--- src/rtl/game_input_pkg.sv ---
// Shared definitions for the game input conditioning blocks: time base, counter sizing, event codes.
package game_input_pkg;

  localparam int US_PER_S = 1_000_000;

  typedef enum logic [1:0] {
    EVT_NONE    = 2'd0,
    EVT_PRESS   = 2'd1,
    EVT_RELEASE = 2'd2,
    EVT_REPEAT  = 2'd3
  } btn_evt_t;

  // Ceiling log2; clog2(1) = 0.
  function automatic int clog2(input int value);
    int result;
    result = 0;
    for (int i = 0; i < 31; i++) begin
      if ((32'd1 << i) < 32'(value)) begin
        result = i + 1;
      end else begin
        result = result;
      end
    end
    return result;
  endfunction

  // Width of a counter holding 0..span-1, never narrower than one bit.
  function automatic int ctrWidth(input int span);
    int w;
    w = clog2(span);
    return (w < 1) ? 1 : w;
  endfunction

endpackage

--- src/rtl/game_button_debounce_if.sv ---
// Button-conditioner bus: raw pins in, debounced levels, edge pulses and 1 us strobe out.
interface game_button_debounce_if #(
  parameter int N_CH = 4
);

  logic [N_CH-1:0] iBTN;
  logic [N_CH-1:0] oLEVEL;
  logic [N_CH-1:0] oPRESS;
  logic [N_CH-1:0] oRELEASE;
  logic            oTICK;

  modport master (
    output iBTN,
    input  oLEVEL,
    input  oPRESS,
    input  oRELEASE,
    input  oTICK
  );

  modport slave (
    input  iBTN,
    output oLEVEL,
    output oPRESS,
    output oRELEASE,
    output oTICK
  );

endinterface

--- src/rtl/game_btn_channel.sv ---
// One button channel: pin synchroniser, tick-based debounce window, press/release pulse generation.
// GAME_BTN_AUTOREPEAT_EN adds the held-button auto-repeat counter.
module game_btn_channel
  import game_input_pkg::*;
#(
  parameter int SYNC_STAGES   = 2,
  parameter int DEBOUNCE_US   = 10_000,
  parameter int ACTIVE_LOW    = 1
`ifdef GAME_BTN_AUTOREPEAT_EN
  ,
  parameter int RPT_DELAY_US  = 400_000,
  parameter int RPT_PERIOD_US = 100_000
`endif
) (
  input  logic iCLK,
  input  logic iRESETn,
  input  logic iTick,
  input  logic iPin,
  output logic oLevel,
  output logic oPress,
  output logic oRelease
);

  localparam int              DB_W     = ctrWidth(DEBOUNCE_US);
  localparam logic [DB_W-1:0] DB_LAST  = DB_W'(DEBOUNCE_US - 1);
  localparam logic            IDLE_PIN = (ACTIVE_LOW != 0) ? 1'b1 : 1'b0;

  logic [SYNC_STAGES-1:0] syncChain_r;
  logic [DB_W-1:0]        dbCnt_r;
  logic [DB_W-1:0]        dbNext_s;
  logic                   level_r;
  logic                   press_r;
  logic                   release_r;
  logic                   pressed_s;
  btn_evt_t               debEvt_s;
  btn_evt_t               evt_s;

  // Pin synchroniser; reset loads the idle pin level so no phantom edge follows reset.
  always_ff @(posedge iCLK or negedge iRESETn) begin
    if (!iRESETn) begin
      syncChain_r <= {SYNC_STAGES{IDLE_PIN}};
    end else begin
      syncChain_r <= {syncChain_r[SYNC_STAGES-2:0], iPin};
    end
  end

  assign pressed_s = syncChain_r[SYNC_STAGES-1] ^ IDLE_PIN;

  // Debounce window: any agreement with the current level restarts the count.
  always_comb begin
    debEvt_s = EVT_NONE;
    dbNext_s = dbCnt_r;
    if (pressed_s == level_r) begin
      dbNext_s = '0;
    end else if (iTick) begin
      if (dbCnt_r == DB_LAST) begin
        dbNext_s = '0;
        debEvt_s = pressed_s ? EVT_PRESS : EVT_RELEASE;
      end else begin
        dbNext_s = dbCnt_r + 1'b1;
      end
    end else begin
      dbNext_s = dbCnt_r;
    end
  end

`ifdef GAME_BTN_AUTOREPEAT_EN
  localparam int              RPT_SPAN     = (RPT_DELAY_US > RPT_PERIOD_US) ? RPT_DELAY_US : RPT_PERIOD_US;
  localparam int              RPT_W        = ctrWidth(RPT_SPAN);
  localparam logic [RPT_W-1:0] RPT_DLY_LAST = RPT_W'(RPT_DELAY_US - 1);
  localparam logic [RPT_W-1:0] RPT_PER_LAST = RPT_W'(RPT_PERIOD_US - 1);

  logic [RPT_W-1:0] rptCnt_r;
  logic [RPT_W-1:0] rptNext_s;
  logic             rptArmed_r;
  logic             armedNext_s;
  logic             rptFire_s;

  // Auto-repeat: first interval is the delay, later intervals the period; a releasing edge wins.
  always_comb begin
    rptNext_s   = rptCnt_r;
    armedNext_s = rptArmed_r;
    rptFire_s   = 1'b0;
    if (!level_r || (debEvt_s == EVT_RELEASE)) begin
      rptNext_s   = '0;
      armedNext_s = 1'b0;
    end else if (iTick) begin
      if (rptCnt_r == (rptArmed_r ? RPT_PER_LAST : RPT_DLY_LAST)) begin
        rptFire_s   = 1'b1;
        rptNext_s   = '0;
        armedNext_s = 1'b1;
      end else begin
        rptNext_s = rptCnt_r + 1'b1;
      end
    end else begin
      rptNext_s = rptCnt_r;
    end
  end

  // Repeat counter state.
  always_ff @(posedge iCLK or negedge iRESETn) begin
    if (!iRESETn) begin
      rptCnt_r   <= '0;
      rptArmed_r <= 1'b0;
    end else begin
      rptCnt_r   <= rptNext_s;
      rptArmed_r <= armedNext_s;
    end
  end

  // Merge debounce edges with repeat strobes into one event.
  always_comb begin
    evt_s = debEvt_s;
    if ((debEvt_s == EVT_NONE) && rptFire_s) begin
      evt_s = EVT_REPEAT;
    end else begin
      evt_s = debEvt_s;
    end
  end
`else
  assign evt_s = debEvt_s;
`endif

  // Level, debounce count and one-cycle pulses, all registered together.
  always_ff @(posedge iCLK or negedge iRESETn) begin
    if (!iRESETn) begin
      dbCnt_r   <= '0;
      level_r   <= 1'b0;
      press_r   <= 1'b0;
      release_r <= 1'b0;
    end else begin
      dbCnt_r   <= dbNext_s;
      press_r   <= (evt_s == EVT_PRESS) || (evt_s == EVT_REPEAT);
      release_r <= (evt_s == EVT_RELEASE);
      case (evt_s)
        EVT_PRESS:   level_r <= 1'b1;
        EVT_RELEASE: level_r <= 1'b0;
        default:     level_r <= level_r;
      endcase
    end
  end

  assign oLevel   = level_r;
  assign oPress   = press_r;
  assign oRelease = release_r;

endmodule

--- src/rtl/game_button_debounce.sv ---
// Button conditioner for the VGA game: shared 1 us prescaler feeding N_CH debounce channels.
// Defining GAME_BTN_AUTOREPEAT_EN enables held-button auto-repeat press pulses.
module game_button_debounce
  import game_input_pkg::*;
#(
  parameter int N_CH          = 4,
  parameter int CLK_HZ        = 120_000_000,
  parameter int SYNC_STAGES   = 2,
  parameter int DEBOUNCE_US   = 10_000,
  parameter int ACTIVE_LOW    = 1,
  parameter int RPT_DELAY_US  = 400_000,
  parameter int RPT_PERIOD_US = 100_000
) (
  input  logic                  iCLK,
  input  logic                  iRESETn,
  game_button_debounce_if.slave btnBus
);

  localparam int              TICK_DIV = CLK_HZ / US_PER_S;
  localparam int              PS_W     = ctrWidth(TICK_DIV);
  localparam logic [PS_W-1:0] PS_LAST  = PS_W'(TICK_DIV - 1);
  localparam logic [PS_W-1:0] PS_PRE   = PS_W'(TICK_DIV - 2);

  if ((TICK_DIV < 2) || (TICK_DIV * US_PER_S != CLK_HZ) || (SYNC_STAGES < 2) ||
      (DEBOUNCE_US < 1) || (RPT_DELAY_US < 1) || (RPT_PERIOD_US < 1)) begin : gBadParams
    $error("game_button_debounce: unsupported parameter set");
  end

  logic [1:0]      rstSync_r;
  logic            rstInt_s;
  logic [PS_W-1:0] psCnt_r;
  logic            tick_r;
  logic [N_CH-1:0] levelVec_s;
  logic [N_CH-1:0] pressVec_s;
  logic [N_CH-1:0] releaseVec_s;

  // Reset asserts asynchronously and releases on a clock edge.
  always_ff @(posedge iCLK or negedge iRESETn) begin
    if (!iRESETn) begin
      rstSync_r <= 2'b00;
    end else begin
      rstSync_r <= {rstSync_r[0], 1'b1};
    end
  end

  assign rstInt_s = rstSync_r[1];

  // Prescaler; the strobe is registered one count early so it is high while the count is at its last value.
  always_ff @(posedge iCLK or negedge rstInt_s) begin
    if (!rstInt_s) begin
      psCnt_r <= '0;
      tick_r  <= 1'b0;
    end else begin
      psCnt_r <= (psCnt_r == PS_LAST) ? '0 : psCnt_r + 1'b1;
      tick_r  <= (psCnt_r == PS_PRE);
    end
  end

  for (genvar gi = 0; gi < N_CH; gi++) begin : gCh
    game_btn_channel #(
      .SYNC_STAGES   (SYNC_STAGES),
      .DEBOUNCE_US   (DEBOUNCE_US),
      .ACTIVE_LOW    (ACTIVE_LOW)
`ifdef GAME_BTN_AUTOREPEAT_EN
      ,
      .RPT_DELAY_US  (RPT_DELAY_US),
      .RPT_PERIOD_US (RPT_PERIOD_US)
`endif
    ) uCh (
      .iCLK     (iCLK),
      .iRESETn  (rstInt_s),
      .iTick    (tick_r),
      .iPin     (btnBus.iBTN[gi]),
      .oLevel   (levelVec_s[gi]),
      .oPress   (pressVec_s[gi]),
      .oRelease (releaseVec_s[gi])
    );
  end

  assign btnBus.oLEVEL   = levelVec_s;
  assign btnBus.oPRESS   = pressVec_s;
  assign btnBus.oRELEASE = releaseVec_s;
  assign btnBus.oTICK    = tick_r;

endmodule
--- src/flat_wrapper.sv ---
// flat-port wrapper written by rule: the top's interface ports become plain ports
module game_button_debounce_flat import game_input_pkg::*;
#(
  parameter int N_CH          = 4,
  parameter int CLK_HZ        = 120_000_000,
  parameter int SYNC_STAGES   = 2,
  parameter int DEBOUNCE_US   = 10_000,
  parameter int ACTIVE_LOW    = 1,
  parameter int RPT_DELAY_US  = 400_000,
  parameter int RPT_PERIOD_US = 100_000
)
  (iCLK, iRESETn, btnBus_iBTN, btnBus_oLEVEL, btnBus_oPRESS, btnBus_oRELEASE, btnBus_oTICK);
  game_button_debounce_if #(.N_CH(N_CH)) btnBus_i ();
  input  logic iCLK;
  input  logic iRESETn;
  input wire logic [$bits(btnBus_i.iBTN)-1:0] btnBus_iBTN;
  output wire logic [$bits(btnBus_i.oLEVEL)-1:0] btnBus_oLEVEL;
  output wire logic [$bits(btnBus_i.oPRESS)-1:0] btnBus_oPRESS;
  output wire logic [$bits(btnBus_i.oRELEASE)-1:0] btnBus_oRELEASE;
  output wire logic [$bits(btnBus_i.oTICK)-1:0] btnBus_oTICK;
  assign btnBus_i.iBTN = btnBus_iBTN;
  assign btnBus_oLEVEL = btnBus_i.oLEVEL;
  assign btnBus_oPRESS = btnBus_i.oPRESS;
  assign btnBus_oRELEASE = btnBus_i.oRELEASE;
  assign btnBus_oTICK = btnBus_i.oTICK;
  game_button_debounce #(.N_CH(N_CH), .CLK_HZ(CLK_HZ), .SYNC_STAGES(SYNC_STAGES), .DEBOUNCE_US(DEBOUNCE_US), .ACTIVE_LOW(ACTIVE_LOW), .RPT_DELAY_US(RPT_DELAY_US), .RPT_PERIOD_US(RPT_PERIOD_US)) u_core (.iCLK(iCLK), .iRESETn(iRESETn), .btnBus(btnBus_i));
endmodule
--- config.mk ---
export PLATFORM = sky130hd
export DESIGN_NAME = game_button_debounce_flat
export DESIGN_NICKNAME = d
export VERILOG_FILES = /design/src/rtl/game_input_pkg.sv /design/src/rtl/game_button_debounce_if.sv /design/src/rtl/game_btn_channel.sv /design/src/rtl/game_button_debounce.sv /design/src/flat_wrapper.sv
export SDC_FILE = /design/constraint.sdc
export NUM_CORES = 1
export LEC_CHECK = 0
export BUFFER_PORTS_ARGS = -buffer_cell sky130_fd_sc_hd__buf_2
export CAP_MARGIN = 20
export CORE_MARGIN = 8
export CORE_UTILIZATION = 23
export DETAILED_ROUTE_END_ITERATION = 16
export PLACE_DENSITY_LB_ADDON = 0.15
export SETUP_SLACK_MARGIN = 0.3
export SYNTH_ARGS = -nofsm -noshare
export SYNTH_HDL_FRONTEND = slang
export SYNTH_SLANG_ARGS = --single-unit
--- constraint.sdc ---
create_clock -name iCLK -period 2.3 [get_ports iCLK]
set_input_delay 0 -clock iCLK [delete_from_list [all_inputs] [get_ports iCLK]]
set_output_delay 0 -clock iCLK [all_outputs]
set_load 0.02 [all_outputs]
==> run metrics, run 1 <==
Core Util, Final=0.289; via total after detailed routing=about 3,200; routed len/inst=13.5 microns; Detailed Route WL=9410 microns; switching share of power=0.224; Worst-Skew Late Latency=around 350 ps; largest net degree at the start of global routing=between 50 and 60; initial antenna violation count=0; placed wire-length estimate=~6200 microns; IO Pins=19; layout cells sized above 1=0.215; Worst VDD drop=roughly 0.37 mV; Clock Sinks=86; Ys Warns=0; gr ovfl total=0; PortBufs=18; Slew Viols, Final=0; Hold Path Class=in -> reg; Clock Tree Root=clkbuf_16; switching pwr=667 uW; Final setup viols=0; GP Congestion=between 0.7 and 0.8; Required @ worst endpoint=approximately 2500 ps; Post-synth EDFFs=0; ys async rst share=1.00; Comb power frac=0.023; syn_area_per_cell=10.1 sq um; register-to-register setup slack=between 200 and 300 ps; number of detailed-route iterations in the first pass=4; Clock transition at path regs=about 60 ps; Hold WS=approximately 290 ps; die width=between 150 and 200 microns; CP Launch Type=flop; antenna viol nets, final=0; post-synth top area share=0.462; Seq cells post-synth=86; hold path start=btnBus_iBTN[2]; critical path class=reg -> reg; # DRC=0; area of the die=22,900 sq um; Pint=approximately 2300 uW; Seq pwr share=0.520; CTS tree=done; Layout Nets=slightly below 500; synthesized area=~4200 sq um; Synth area leaders=dfrtp_1 (46%), xor2_1 (5.6%), dfstp_2 (5.0%); site row count=49; reg2reg end=u_core.gCh[3].uCh.dbCnt_r[13]; P_leak=around 0.0023 uW; Antenna Cells=0; Max Cap Viol=0; CTS Buf Count=9; Die Y=approximately 150 microns; number of global-route vias before repair=between 3,000 and 4,000; post-synthesis net count=~440; clock skew=roughly 8 ps; worst hold path cell count=2; Fin. Hold Viols=0; CP Capture Type=flop; Synth Flop Type=dfrtp_1; CTS Buffer Depth=2; status=finished clean; Cells after Synth=419; Area Growth Syn to Fin=23.2%; fmax=approximately 490 MHz; CP arrival=2250 ps; post-route minimum period=~2000 ps; reg2reg path depth=5; Clk pwr share=0.457; crit path max fanout=8; most frequent cell after synthesis=dfrtp_1; Min-Delay Endpoint=u_core.gCh[2].uCh.syncChain_r[0]; PD cells=around 570 nW/um^2; Synth top cells by count=dfrtp_1 (78), nor2_1 (53), nand2_1 (49); starting DRC count in detailed routing=160; starting density of the core=0.235; H-tree lvl count=3; Yosys cell types=44; TNS Setup=0 ps; reg-to-reg startpoint=u_core.gCh[3].uCh.dbCnt_r[12]; core region area=about 18,000 sq um; fin crit share=0.883; vias per inst=around 4.5; gr usage total=0.0883; first-pass GRT wire length=approximately 16,000 microns; unrepaired setup endpoints after global routing=true; sequential area share after synthesis=0.512; cell taking the most area after synthesis=dfrtp_1; layout filler cell count=about 1,900
metrics by stage:
| step | cells | power, uW | area [sq um] | setup WS (ps) |
|---|---|---|---|---|
| finish | 699 | 2980 | 5200 | 270 |
| global route | 699 | 3120 | 5200 | 191 |
| CTS | 684 | 3050 | 4990 | 264 |
| detailed placement | 656 | 1640 | 4560 | 176 |
| global placement | 656 | 1640 | 4560 | 216 |
| floorplan | 419 | 1600 | 4220 | 311 |
registers in the layout, indices dropped and copies added, names as in the netlist:
| register | count |
|---|---|
| u_core.gCh.uCh.syncChain_r | 8 |
| u_core.gCh.uCh.oLevel | 4 |
| u_core.gCh.uCh.oPress | 4 |
| u_core.btnBus.oTICK | 1 |
| u_core.psCnt_r | 7 |
| u_core.rstSync_r | 2 |
| u_core.gCh.uCh.oRelease | 4 |
| u_core.gCh.uCh.dbCnt_r | 56 |
critical path, stage by stage, from the launching register on:
cell and delay [ps]:
dfrtp_1 420, or4b_4 560, nor4_4 380, nor2_4 100, and3_1 180, a221o_1 260
power groups by stage:
stage	Sequential [uW]	Clock, uW	Combinational [uW]
after floorplan	1580	0	24.5
after global placement	1570	0	64.1
after detailed placement	1570	0	64.4
after CTS	1550	1430	72.4
after global routing	1550	1490	79.0
final	1550	1360	69.2
how the worst max path moves through the flow:
stage	from	slack, ps	end
after floorplan	u_core.gCh[2].uCh.dbCnt_r[0]	310	u_core.gCh[2].uCh.oLevel
after CTS	u_core.gCh[2].uCh.dbCnt_r[1]	260	u_core.gCh[2].uCh.oLevel
after global placement	u_core.gCh[2].uCh.dbCnt_r[0]	220	u_core.gCh[2].uCh.oLevel
after detailed placement	u_core.gCh[2].uCh.dbCnt_r[0]	180	u_core.gCh[2].uCh.oLevel
final	u_core.gCh[3].uCh.dbCnt_r[12]	270	u_core.gCh[3].uCh.dbCnt_r[13]
after global routing	u_core.gCh[2].uCh.dbCnt_r[5]	190	u_core.gCh[2].uCh.oLevel
cells in the final DEF, fill, tap and decap left out, types with 4 or more instances in the layout:
cell,count
ha_1,9
and2_1,5
buf_2,18
nand3_1,16
a21oi_1,8
mux2_2,4
a41oi_1,4
nor2_1,52
dfstp_2,8
inv_1,15
clkbuf_16,9
xnor2_1,9
dlygate4sd3_1,6
and3_1,16
buf_4,27
clkbuf_1,4
a22o_1,4
o21ai_0,6
xor2_1,27
a31oi_1,14
nand4_1,18
and4_1,5
mux2i_1,6
nand2_1,48
or3_4,5
dfrtp_1,74
logic make-up after synthesis:
group	after synthesis	share of synthesized area
flops	86	0.512
fa+ha+maj	14	0.0415
other cells	1	0.000888
simple gates	195	0.235
xor+xnor	36	0.0747
compound gates	44	0.0708
mux	10	0.0249
buf+inv	33	0.0400
timing repair:
item	in CTS	in global routing
hold endpoints to repair	6	0
pin swaps	2	8
hold buffers	6	0
resized for setup	12	20
buffers inserted	6	15
setup endpoints to repair	4	5
metal layers:
layer / wire length, microns / vias up / GRT usage
li1: - / 1549 / -
met1: 4510 / 1555 / 0.111
met2: 4340 / 41 / 0.136
met3: 432 / 12 / 0.0327
met4: 118 / 0 / 0.0341
met5: 0 / - / 0
final cells by class:
| cell class | count | area, sq um | share of cell area |
|---|---|---|---|
| clock buffer | 14 | 254 | 0.0488 |
| clock inverter | 2 | 10.0 | 0.00192 |
| inverter | 16 | 60.1 | 0.0115 |
| multi-input combinational | 300 | 2050 | 0.394 |
| sequential | 86 | 2170 | 0.417 |
| tap | 229 | 287 | 0.0551 |
| timing repair buffer | 52 | 373 | 0.0717 |
(Power assumes the default switching activity.)
==> run 2, diff against run 1 <==
- CORE_UTILIZATION: 23 -> 35
==> run metrics, run 2 (synthesis results as in run 1) <==
clock skew=8.77 ps (was 7.96 ps); Final setup viols=0 (unchanged); initial antenna violation count=0 (unchanged); unrepaired setup endpoints after global routing=true (unchanged); gr usage total=0.115 (was 0.0883); Antenna Cells=0 (unchanged); P_leak=0.00229 uW (was 0.00231 uW); # DRC=0 (unchanged); Worst VDD drop=0.386 mV (was 0.374 mV); CTS Buf Count=9 (unchanged); antenna viol nets, final=0 (unchanged); CTS tree=done (unchanged); Area Growth Syn to Fin=19.9% (was 23.2%); top flop regs=u_core.gCh.uCh.dbCnt_r x56, u_core.gCh.uCh.syncChain_r x8, u_core.psCnt_r x7 (unchanged); Hold Path Class=reg -> async (was in -> reg); most frequent cells in the layout=dfrtp_1 (76), nor2_1 (52), nand2_1 (48) (was dfrtp_1 (74), nor2_1 (52), nand2_1 (48)); crit path buf inv count=1 (was 0); Worst-Skew Late Latency=340 ps (was 350 ps); Detailed Route WL=8520 microns (was 9410 microns); reg-to-reg startpoint=u_core.gCh[3].uCh.dbCnt_r[0] (was u_core.gCh[3].uCh.dbCnt_r[12]); gr ovfl total=0 (unchanged); via total after detailed routing=3,083 (was 3,157); Clock Tree Root=clkbuf_16 (unchanged); Max Cap Viol=0 (unchanged); Clock transition at path regs=60 ps (about the same); routed len/inst=14.0 microns (was 13.5 microns); reg2reg end=u_core.gCh[3].uCh.dbCnt_r[13] (unchanged); CTS Buffer Depth=2 (unchanged); measured slew at the worst slew-check pin=between 600 and 700 ps; register-to-register setup slack=320 ps (was 270 ps); crit path max fanout=8 (unchanged); max reg flops=56 (unchanged); CP arrival=2210 ps (was 2250 ps); starting density of the core=0.354 (was 0.235); Top reg by flops=u_core.gCh.uCh.dbCnt_r (unchanged); CP Cell Sequence=ha_2 > nand4_1 > buf_4 > nor4_4 > nor2_2 > and3_1 > a221o_1 (was or4b_4 > nor4_4 > nor2_4 > and3_1 > a221o_1); core region area=11,900 sq um (was 18,000 sq um); IO Pins=19 (unchanged); Register Area=2170 sq um (about the same); placed wire-length estimate=5790 microns (was 6150 microns); layout filler cell count=1,149 (was 1,868); status=finished clean (unchanged); first-pass GRT wire length=14,800 microns (was 15,700 microns); max_slew headroom=0.579; H-tree lvl count=3 (unchanged); Layout Nets=478 (was 485); site row count=40 (was 49); post-route minimum period=1980 ps (was 2030 ps); PortBufs=18 (unchanged); reg2reg path depth=7 (was 5); Core Util, Final=0.425 (was 0.289); Required @ worst endpoint=2530 ps (was 2520 ps); number of detailed-route iterations in the first pass=4 (unchanged); layout cells sized above 1=0.201 (was 0.215); TNS Setup=0 ps (unchanged); Die Y=126 microns (was 151 microns); CP top delay family=simple AND/OR/NAND/NOR gates (unchanged); Slew Viols, Final=0 (unchanged); vias per inst=5.05 (was 4.52); Slowest cell on crit path=dfrtp_1 (was or4b_4); Fin. Hold Viols=0 (unchanged); largest net degree at the start of global routing=44 (was 52); Clock Sinks=86 (unchanged); starting DRC count in detailed routing=255 (was 160); Worst path depth=7 (was 5); critical path class=reg -> reg (unchanged); fmax=505 MHz (was 493 MHz); final cell count without fillers=610 (was 699); commonest non-fill, non-tap cell in the layout=dfrtp_1 (unchanged); placed cells=574 (was 656); CP Capture Type=flop (unchanged); area of the die=15,800 sq um (was 22,900 sq um); area of the multi-input gates=2020 sq um (was 2050 sq um); number of global-route vias before repair=3,033 (was 3,144); CP Launch Type=flop (unchanged); GP Congestion=0.764 (was 0.752); fin crit share=0.860 (was 0.883); die width=126 microns (was 151 microns); critical path's largest stage delay=400 ps (was 560 ps); PD cells=620 nW/um^2 (was 572 nW/um^2)
[run 2: routing by layer]
| layer | part of all wire | wire [microns] | GRT usage |
|---|---|---|---|
| met1 | 0.51 | 4360 | 0.151 |
| met2 | 0.44 | 3720 | 0.172 |
| met3 | 0.031 | 267 | 0.0270 |
| met4 | 0.020 | 174 | 0.0602 |
| met5 | 0 | 0 | 0 |
[run 2: worst max path at each step]
stage                                       from                       endpoint  slack [ps]
floorplan           u_core.gCh[2].uCh.dbCnt_r[0]       u_core.gCh[2].uCh.oLevel         310
global placement    u_core.gCh[2].uCh.dbCnt_r[0]       u_core.gCh[2].uCh.oLevel         230
detailed placement  u_core.gCh[2].uCh.dbCnt_r[0]       u_core.gCh[2].uCh.oLevel         210
CTS                 u_core.gCh[2].uCh.dbCnt_r[1]       u_core.gCh[2].uCh.oLevel         290
global route        u_core.gCh[0].uCh.dbCnt_r[0]       u_core.gCh[0].uCh.oLevel         220
finish              u_core.gCh[3].uCh.dbCnt_r[0]  u_core.gCh[3].uCh.dbCnt_r[13]         320
[run 2: area by class of cell]
| cell class | instances | area share |
|---|---|---|
| flip-flops and latches | 86 | 0.428 |
| multi-input cells | 300 | 0.399 |
| repair buffers | 45 | 0.0633 |
| clock buffers | 12 | 0.0467 |
| well taps | 147 | 0.0363 |
| clock inverters | 4 | 0.0143 |
| inverters | 16 | 0.0119 |
[run 2: repair_timing]
action	4_1_cts	5_1_grt
gates resized for setup	10	15
setup buffers	6	8
endpoints found under the setup margin	4	6
hold endpoints to repair	6	0
gates cloned	0	0
hold buffers	6	0
pin swaps	1	9
[run 2: through the flow]
step	total power (uW)	hold WS (ps)	worst slack [ps]	cell area, sq um
finish	3140	222	321	5060
global route	3260	262	222	5060
CTS	3200	240	294	4920
detailed placement	1640	-214	210	4460
global placement	1640	-214	234	4460
floorplan	1600	-296	311	4220
[run 2: power breakdown]
part | total, uW | switching (uW) | internal [uW]
registers | 1540 | 13.9 | 1530
clock network | 1530 | 575 | 951
logic | 72.3 | 51.1 | 21.2
==> run 3, diff against run 2 <==
- clock period: 2.3 -> 2.25 ns (I/O delays scaled with it)
==> run metrics, run 3 (synthesis results as in run 1) <==
status=finished clean (unchanged); measured slew at the worst slew-check pin=648 ps (was 632 ps); GP Congestion=0.784 (was 0.764); Clock Sinks=86 (unchanged); CP Launch Type=flop (unchanged); fin crit share=0.898 (was 0.860); post-route minimum period=2020 ps (was 1980 ps); register-to-register setup slack=230 ps (was 320 ps); switching pwr=693 uW (was 640 uW); Max Cap Viol=0 (unchanged); routed len/inst=14.2 microns (was 14.0 microns); Clock transition at path regs=70 ps (was 60 ps); switching share of power=0.227 (was 0.204); Clk pwr share=0.460 (was 0.486); IO Pins=19 (unchanged); # DRC=0 (unchanged); Antenna Cells=0 (unchanged); critical path class=reg -> reg (unchanged); core region area=11,900 sq um (unchanged); PD cells=600 nW/um^2 (was 620 nW/um^2); placed wire-length estimate=5900 microns (was 5790 microns); Layout Nets=487 (was 478); TNS Setup=0 ps (unchanged); Comb power frac=0.024 (was 0.023); die width=126 microns (unchanged); H-tree lvl count=3 (unchanged); Worst-Skew Late Latency=350 ps (was 340 ps); gr usage total=0.118 (was 0.115); max_slew headroom=0.568 (was 0.579); Required @ worst endpoint=2480 ps (was 2530 ps); Die Y=126 microns (unchanged); max reg flops=56 (unchanged); Fin. Hold Viols=0 (unchanged); final cell count without fillers=619 (was 610); Top reg by flops=u_core.gCh.uCh.dbCnt_r (unchanged); number of global-route vias before repair=3,133 (was 3,033); unrepaired setup endpoints after global routing=true (unchanged); most frequent cells in the layout=dfrtp_1 (75), nor2_1 (53), nand2_1 (49) (was dfrtp_1 (76), nor2_1 (52), nand2_1 (48)); number of detailed-route iterations in the first pass=4 (unchanged); Slew Viols, Final=0 (unchanged); Seq pwr share=0.515 (was 0.491); clock skew=9.22 ps (was 8.77 ps); Area Growth Syn to Fin=20.7% (was 19.9%); Final setup viols=0 (unchanged); Detailed Route WL=8790 microns (was 8520 microns); layout filler cell count=1,177 (was 1,149); vias per inst=5.10 (was 5.05); CTS Buf Count=9 (unchanged); top flop regs=u_core.gCh.uCh.dbCnt_r x56, u_core.gCh.uCh.syncChain_r x8, u_core.psCnt_r x7 (unchanged); CTS tree=done (unchanged); CP arrival=2250 ps (was 2210 ps); Clock Tree Root=clkbuf_16 (unchanged); layout cells sized above 1=0.216 (was 0.201); worst setup margin=230 ps (was 321 ps); Pint=2360 uW (was 2500 uW); site row count=40 (unchanged); placed cells=574 (unchanged); largest net degree at the start of global routing=42 (was 44); area of the die=15,800 sq um (unchanged); fmax=495 MHz (was 505 MHz); first-pass GRT wire length=15,100 microns (was 14,800 microns); CTS Buffer Depth=2 (unchanged); Hold Path Class=reg -> async (unchanged); crit path max fanout=8 (unchanged); initial antenna violation count=0 (unchanged); Worst VDD drop=0.477 mV (was 0.386 mV); P_leak=0.00232 uW (was 0.00229 uW); via total after detailed routing=3,156 (was 3,083); commonest non-fill, non-tap cell in the layout=dfrtp_1 (unchanged); starting density of the core=0.354 (unchanged); Placement Setup Slack=197 ps (was 210 ps); PortBufs=18 (unchanged); antenna viol nets, final=0 (unchanged); CP Capture Type=flop (unchanged); gr ovfl total=0 (unchanged); starting DRC count in detailed routing=182 (was 255)
run 3: cell count changes in the layout (fill, tap and decap cells not counted), sizes merged:
cell      delta
bufinv       -2
clkbuf       -2
clkinvlp     +3
buf          +9
clkinv       +1
run 3: worst paths after layout:
check	from	endpoint	cells past startpoint
max in group asynchronous	u_core.rstSync_r[1]	u_core.gCh[3].uCh.syncChain_r[0]	1
hold reg to reg	u_core.rstSync_r[1]	u_core.gCh[2].uCh.oLevel	0
setup / recovery	u_core.gCh[3].uCh.dbCnt_r[4]	u_core.gCh[3].uCh.dbCnt_r[13]	5
min in group iCLK	btnBus_iBTN[3]	u_core.gCh[3].uCh.syncChain_r[0]	2
setup reg to reg	u_core.gCh[3].uCh.dbCnt_r[4]	u_core.gCh[3].uCh.dbCnt_r[13]	5
hold / removal	u_core.rstSync_r[1]	u_core.gCh[2].uCh.oLevel	0
run 3: timing repair:
action,4_1_cts,5_1_grt
gates resized for setup,12,8
endpoints found under the setup margin,4,10
hold buffers,6,0
endpoints found under the hold margin,6,0
setup buffers,12,11
pin swaps,2,6
run 3: cell type report:
type                            count  area (sq um)  share of cell area
Tap cell                          147           184              0.0361
Clock buffer                       10           239              0.0469
Sequential cell                    86          2170               0.425
Timing Repair Buffer               54           388              0.0761
Inverter                           16          60.1              0.0118
Clock inverter                      6          47.5             0.00933
Multi-Input combinational cell    300          2010               0.394
run 3: critical path: stages (launching register included):
cell and delay [ps]:
dfrtp_2 430, or4b_4 530, nor4_4 400, nor2_4 100, and3_1 190, a221o_1 250
run 3: power by group through the flow:
stage               sequential (uW)  combinational, uW  clock [uW]
finish                         1580               74.2        1410
global route                   1580               86.6        1520
CTS                            1580               77.1        1470
detailed placement             1600               69.0           0
global placement               1600               68.8           0
floorplan                      1610               25.1           0
run 3: per-stage QoR:
step	power, uW	util	hold WS, ps	cell area [sq um]
after detailed placement	1670	0.375	-211	4470
after floorplan	1640	-	-296	4230
after CTS	3120	0.417	242	4970
after global placement	1670	0.375	-212	4470
final	3060	0.428	222	5100
after global routing	3180	0.428	263	5100
run 3: metal layers:
metal,wire length (microns),vias to the layer above,GRT usage
met5,0,-,0
met4,158,0,0.0510
met3,304,11,0.0388
met2,4250,35,0.191
met1,4080,1555,0.140
li1,-,1555,-
